## src/rtl/riscv_fetch_queue.sv

```systemverilog
// riscv_fetch_queue
//   Instruction fetch stage with a small prefetch queue in front of ID.
//   Owns the fetch PC, issues one word read per cycle to a synchronous
//   (latency 1) instruction memory, and buffers returned words with their
//   PCs in a circular FIFO that ID drains through a valid/ready handshake.
//   A redirect from ID empties the queue and drops the outstanding read in
//   a single cycle.
//
// Ports
//   clock, reset         rising-edge clock, synchronous active-low reset
//   imem_req/imem_addr   read request and word address (always the fetch PC)
//   imem_rdata           instruction word, valid the cycle after imem_req
//   redirect_valid/_pc   taken branch / jump target from ID
//   id_ready             ID accepts the head this cycle
//   id_valid/instr/pc    queue head presented to ID
//   PC                   current fetch PC
//   occupancy            number of valid queue entries
module riscv_fetch_queue #(
  parameter int unsigned     XLEN     = 32,
  parameter int unsigned     DEPTH    = 4,   // power of two, >= 2
  parameter logic [XLEN-1:0] RESET_PC = '0   // word-aligned
) (
  input  logic                     clock,
  input  logic                     reset,
  output logic                     imem_req,
  output logic [XLEN-1:0]          imem_addr,
  input  logic [XLEN-1:0]          imem_rdata,
  input  logic                     redirect_valid,
  input  logic [XLEN-1:0]          redirect_pc,
  input  logic                     id_ready,
  output logic                     id_valid,
  output logic [XLEN-1:0]          id_instr,
  output logic [XLEN-1:0]          id_pc,
  output logic [XLEN-1:0]          PC,
  output logic [$clog2(DEPTH):0]   occupancy
);

  localparam int unsigned AW = $clog2(DEPTH);
  localparam int unsigned CW = AW + 1;

  typedef struct packed {
    logic [XLEN-1:0] instr;
    logic [XLEN-1:0] pc;
  } fq_entry_t;

  // ---------------------------------------------------------------------
  // State
  // ---------------------------------------------------------------------
  logic [XLEN-1:0] pc_q,          pc_d;
  logic            inflight_q,    inflight_d;
  logic [XLEN-1:0] inflight_pc_q, inflight_pc_d;
  logic [AW-1:0]   rd_ptr_q,      rd_ptr_d;
  logic [AW-1:0]   wr_ptr_q,      wr_ptr_d;
  logic [CW-1:0]   count_q,       count_d;
  fq_entry_t       fq_mem_q [DEPTH];

  logic            issue, push, pop;
  logic [CW-1:0]   pending;

  // Only the aligned part of a redirect target is used.
  logic            unused_redirect_lsb;
  assign unused_redirect_lsb = ^redirect_pc[1:0];

  // ---------------------------------------------------------------------
  // Control
  // ---------------------------------------------------------------------
  // Credit counts queued entries plus the read still in flight, so a
  // returning word always has a free slot. A same-cycle pop is not counted
  // as credit: that keeps imem_req a function of registers and the two
  // top-level qualifiers only, with no path from id_ready.
  assign pending = count_q + CW'(inflight_q);
  assign issue   = reset & ~redirect_valid & (pending < CW'(DEPTH));
  assign push    = inflight_q & ~redirect_valid;
  assign pop     = id_valid & id_ready & ~redirect_valid;

  always_comb begin
    pc_d          = pc_q;
    inflight_d    = inflight_q;
    inflight_pc_d = inflight_pc_q;
    rd_ptr_d      = rd_ptr_q;
    wr_ptr_d      = wr_ptr_q;
    count_d       = count_q;
    if (redirect_valid) begin
      // Flush everything; the word returning next cycle belongs to the
      // wrong path and is dropped by clearing inflight.
      pc_d       = {redirect_pc[XLEN-1:2], 2'b00};
      inflight_d = 1'b0;
      rd_ptr_d   = '0;
      wr_ptr_d   = '0;
      count_d    = '0;
    end else begin
      inflight_d = issue;
      if (issue) begin
        inflight_pc_d = pc_q;
        pc_d          = pc_q + XLEN'(4);
      end
      // Pointers are AW bits wide, so they wrap modulo DEPTH for free.
      if (push) wr_ptr_d = wr_ptr_q + AW'(1);
      if (pop)  rd_ptr_d = rd_ptr_q + AW'(1);
      count_d = count_q + CW'(push) - CW'(pop);
    end
  end

  always_ff @(posedge clock) begin
    if (!reset) begin
      pc_q          <= RESET_PC;
      inflight_q    <= 1'b0;
      inflight_pc_q <= '0;
      rd_ptr_q      <= '0;
      wr_ptr_q      <= '0;
      count_q       <= '0;
    end else begin
      pc_q          <= pc_d;
      inflight_q    <= inflight_d;
      inflight_pc_q <= inflight_pc_d;
      rd_ptr_q      <= rd_ptr_d;
      wr_ptr_q      <= wr_ptr_d;
      count_q       <= count_d;
    end
  end

  // Queue storage carries no reset; entries are only observed while
  // count_q says they are valid. A reset edge also blocks the write so the
  // stale in-flight word can never land in the queue.
  always_ff @(posedge clock) begin
    if (reset && push) begin
      fq_mem_q[wr_ptr_q] <= '{instr: imem_rdata, pc: inflight_pc_q};
    end
  end

  // ---------------------------------------------------------------------
  // Outputs
  // ---------------------------------------------------------------------
  assign imem_req  = issue;
  assign imem_addr = pc_q;
  assign PC        = pc_q;
  assign occupancy = count_q;
  assign id_valid  = (count_q != '0);
  assign id_instr  = fq_mem_q[rd_ptr_q].instr;
  assign id_pc     = fq_mem_q[rd_ptr_q].pc;

endmodule

```

## config.mk

```make
export PLATFORM = sky130hd
export DESIGN_NAME = riscv_fetch_queue
export DESIGN_NICKNAME = d
export VERILOG_FILES = /design/src/rtl/riscv_fetch_queue.sv
export SDC_FILE = /design/constraint.sdc
export NUM_CORES = 1
export LEC_CHECK = 0
export BUFFER_PORTS_ARGS = -buffer_cell sky130_fd_sc_hd__buf_2
export CORE_MARGIN = 4
export CORE_UTILIZATION = 60
export DETAILED_ROUTE_END_ITERATION = 8
export PLACE_DENSITY = 0.84
export SETUP_SLACK_MARGIN = 0.2
export SLEW_MARGIN = 5
export SYNTH_ARGS = -nofsm -noshare
export SYNTH_HDL_FRONTEND = slang
export SYNTH_SLANG_ARGS = --single-unit
```

## constraint.sdc

```tcl
create_clock -name clock -period 4.66 [get_ports clock]
set_input_delay 0.466 -clock clock [delete_from_list [all_inputs] [get_ports clock]]
set_output_delay 0.466 -clock clock [all_outputs]
set_load 0.02 [all_outputs]
```

# == After elaboration in Yosys (flattened, before gate mapping) ==
# Memory sizes are Yosys's and may differ from the RTL's. A register that Yosys moved wholly into a read port is not among the register bits.
# Index checks and enable logic that the tools add are counted.
# word_totals
reg_bits,72
latch_bits,0
ramBits,256
rom_bits,0
inputBits,68
output_inout_bits,133
elab_cells,33
memories,1
# mem_list
name,words,width,rd,rd_ports_with_merged_regs,wr,line,text
fq_mem_q,4,64,1,1,1,55,fq_entry_t fq_mem_q [DEPTH];
# op_classes
add_sub_neg,6
mul,0
n_div,0
magnitude_cmp,1
n_eq_ne,0
shifts,0
muxes,6
n_bitwise,7
reduce_logical,5
# ops
operator,count
$mux W32,2
$add A32 B3 Y32 const B,1
$add A3 B1 Y3,2
$and A1 B1 Y1,5
$add A2 B1 Y2 const B,2
$mux W2,2
$lt A3 B3 Y1 const B,1
$reduce_bool A3 Y1,1
$sub A3 B1 Y3,1
$mux W1,2
$not A1 Y1,2
$reduce_and A2 Y1,1
$reduce_bool A2 Y1,1
$reduce_or A2 Y1,1
$logic_and A1 B1 Y1,1

# == Logic depth before layout (Yosys ltp) ==
# logic_depth
depth_word,5
ltp_mapped,13
depth_no_buf,10

# == Worst setup path before layout ==
# Ideal clock, no wire load.
# synth_path
kind,input -> register
start,input port redirect_valid
end,memory fq_mem_q[0][10] (netlist name) (enable)
setup_time_ps,427
arrival_ps,2530
t_required_ps,4233
setup_slack_ps,1703
stages,4
path_buffers,2
cell_sequence,clkbuf_1 -> clkbuf_1 -> nor2_1 -> and3_1
# synth_between
elab_chain_cells,5
# synth_rtl
element,line,text
from (decl),28,"input logic redirect_valid,"
$not A1 Y1 (no source line),n/a,
$and A1 B1 Y1,73,assign push = inflight_q & ~redirect_valid;
$logic_and A1 B1 Y1,126,if (reset && push) begin
$mux W1,126,
$mux W1 (not written as such),127,"fq_mem_q[wr_ptr_q] <= '{instr: imem_rdata, pc: inflight_pc_q};"
to (decl),55,
# Every way passes these cells.

==> summary.txt <==
Timing
  • RSZ-0062 raised after global routing: false
  • Fmax: 341 MHz
  • Clk_skew: 9.23 ps
  • Final Max Slew Viols: 0
  • Final worst path period need: 2930 ps
  • Final Hold Vio Count: 0
  • Worst-Margin Slew: 1060 ps
  • Fin Hold WS: 187 ps
  • Final worst path period share: 0.630
  • Setup TNS: 0 ps
  • # setup viols final: 0
  • Slew Limit Headroom: 0.292

Clock network
  • CTS Sinks: 318
  • CTS-repair resized insts: 0
  • Clk root buf: clkbuf_16
  • Hold_buf cts: 0
  • Clock tree buffer depth: 3
  • Clk Latency, worst-skew pair: 490 ps
  • Num CTS Buffers: 34
  • Clock slew seen by the registers of the worst setup and hold paths: 60 ps
  • CTS tree: yes
  • Post-CTS Setup Bufs: 0
  • H-tree depth: 2

Pwr
  • Comb power frac: 0.043
  • Net Switching: 0.00126 W
  • Tot Pwr: 0.00613 W
  • Net Sw Frac: 0.205
  • Max VDD drop: 0.330 mV
  • Int Pwr: 0.00488 W
  • P_leak: 5.29 nW
  • Pwr dens: 423 nW/um2
  • Clock power frac: 0.445
  • Seq pwr share: 0.512

Setup path
  • Crit path max-delay cell type: dfxtp_4
  • Worst r2r path cells: 6
  • Worst path cell trace: buf_4 > mux4_2 > buf_2
  • Crit path to: id_instr[26]
  • Worst Setup Path Type: reg -> out
  • CP Capture Type: output port
  • Startpoint Class: flop
  • Reg-to-Reg Start: PC[2]$_SDFFE_PN0P_
  • Arr. time, crit path: 2470 ps
  • Reg2Reg Capture Point: PC[24]$_SDFFE_PN0P_
  • R2R setup slack: 2190 ps
  • Req. time, crit path: 4190 ps
  • Worst path max stage delay: 750 ps
  • Worst-path fanout max: 31

Layout
  • Fraction of layout cells with a size suffix above 1: 0.344
  • Final nets: 995
  • Most common cell after layout, fill and taps aside: edfxtp_1
  • Diode count: 0
  • Fin area: 14500 um2
  • Area growth syn-to-layout: 17.0%
  • Final Core Density: 0.714
  • Commonest cells after routing, fill and taps aside: 248 x edfxtp_1, 192 x buf_2, 90 x nand2_1, 68 x dfxtp_1, 62 x mux4_2

Floorplanning
  • Die height: 152 um
  • Initial Util: 0.610
  • Die width: 152 um
  • # IOs: 201
  • Die ar.: 23000 um2
  • Core box area: 20300 um2
  • Rows: 52

Global route
  • Pin count of the biggest net entering global routing: 63
  • Antenna violations before repair: 0
  • Vias in the first global route: 7082
  • Total GRT Usage: 0.228
  • Grt total ovfl: 0
  • Global-route wire length before repair: 39.8 mm

Placement
  • Area after DPL: 13300 um2
  • Post-DP HPWL: 15.3 mm
  • Input/output buffers: 192
  • Gpl congestion: 0.888

Hold path
  • Hold path depth: 1
  • Type of the tightest min-delay check: in -> reg

Run status
  • Status: complete, no violations

Yosys
  • EDFF count, synth: 248
  • Mean Syn Cell Area: 16.4 um2
  • Yosys warns: 0
  • Post-synth ARST share: 0
  • Most common flop cell mapped by yosys: edfxtp_1
  • Seq/Total Area, Yosys: 0.714
  • Mapped Cells: 757
  • Yosys cell types: 47
  • #FFs+latches synth: 318
  • Mapped Area: 12400 um2

Drt
  • DRC Markers: 0
  • Vias post-DR: 7056
  • Initial DRT Pass Iterations: 5
  • Post-DRT Antenna Nets: 0
  • Routed WL per cell: 21.4 um
  • DR iter-0 viols: 565
  • Vias per std cell: 5.81
  • Final WL: 26.0 mm

Flow run
  • Maxcap violations: 0
==> per-stage QoR <==
step,std cells,setup slack (ps)
2_1_floorplan,762,1700
3_3_place_gp,1153,1740
3_5_place_dp,1153,1680
4_1_cts,1215,1630
5_1_grt,1215,1530
6_report,1215,1730
==> registers in the layout (all words and copies together) (netlist names), named ones only <==
name and cells:
fq_mem_q 248, PC 30, inflight_pc_q 30, occupancy 3, rd_ptr_q 2, wr_ptr_q 2
inflight_q 1
==> area by class of cell <==
class	instances	area (um2)
Clock buffer	47	983
Inverter	10	37.5
Clock inverter	15	174
Tap cell	270	338
Multi-Input combinational cell	358	3110
Timing Repair Buffer	197	998
Sequential cell	318	8860
Fill cell	1316	5800
==> how the worst min path moves through the flow <==
stage | to | startpoint | slack [ps]
after floorplan | fq_mem_q[0][10]$_DFFE_PP_ | inflight_pc_q[10]$_SDFFE_PN0P_ | 460
after global placement | fq_mem_q[3][3]$_DFFE_PP_ | inflight_pc_q[3]$_SDFFE_PN0P_ | 480
after detailed placement | inflight_pc_q[7]$_SDFFE_PN0P_ | inflight_pc_q[7]$_SDFFE_PN0P_ | 490
after CTS | fq_mem_q[1][33]$_DFFE_PP_ | imem_rdata[1] | 160
after global routing | fq_mem_q[2][63]$_DFFE_PP_ | imem_rdata[31] | 170
final | fq_mem_q[3][33]$_DFFE_PP_ | imem_rdata[1] | 190
==> power by group through the flow <==
stage | registers [W] | clock network, W | logic, W
after floorplan | 0.00320 | 0 | 0.000162
after global placement | 0.00319 | 0 | 0.000256
after detailed placement | 0.00320 | 0 | 0.000263
after CTS | 0.00314 | 0.00277 | 0.000265
after global routing | 0.00314 | 0.00290 | 0.000286
final | 0.00314 | 0.00273 | 0.000264
==> synthesized netlist by cell type (4+ instances only) <==
cell type  count  share of area
ha_1           7         0.0071
buf_4         36          0.022
xnor2_1       19          0.013
nor4_1         7         0.0035
buf_1          7         0.0021
buf_2          6         0.0024
o21ai_0       22         0.0089
nand4_1       10         0.0050
mux4_2        62           0.11
and3_1        11         0.0056
a22o_1         4         0.0028
nor3_1         7         0.0028
nand3_1        7         0.0028
and2_1         4         0.0020
edfxtp_1     248           0.60
xor2_1        10         0.0071
a21oi_1       52          0.021
clkbuf_1      25         0.0076
nand2_1       90          0.027
a31oi_1        4         0.0020
dfxtp_1       70           0.11
nor2_1        12         0.0036
inv_1          9         0.0027
==> critical path, delay by kind of cell (launching register included) <==
family | cells | cell delay, ps
buffers and inverters | 2 | 630
DFF | 1 | 750
muxes | 1 | 580
==> kinds of logic after synthesis <==
kind of cell | Yosys count | share of synthesized area
multiplexers | 66 | 0.116
other | 1 | 0.000303
adder cells (fa/ha/maj) | 8 | 0.00869
AND/OR/NAND/NOR | 159 | 0.0602
flip-flops | 318 | 0.714
buffers and inverters | 86 | 0.0383
XOR/XNOR | 30 | 0.0218
AO/OA/AOI/OAI | 89 | 0.0400
==> routing by layer <==
layer  up-vias  global-route usage  part of all wire
met5         -                   0                 0
met2       368               0.369              0.49
met3        40              0.0455             0.095
li1       3174                   -                 -
met1      3474               0.325              0.40
met4         0              0.0575             0.016
Note: power is estimated with default switching activity, not from simulation.
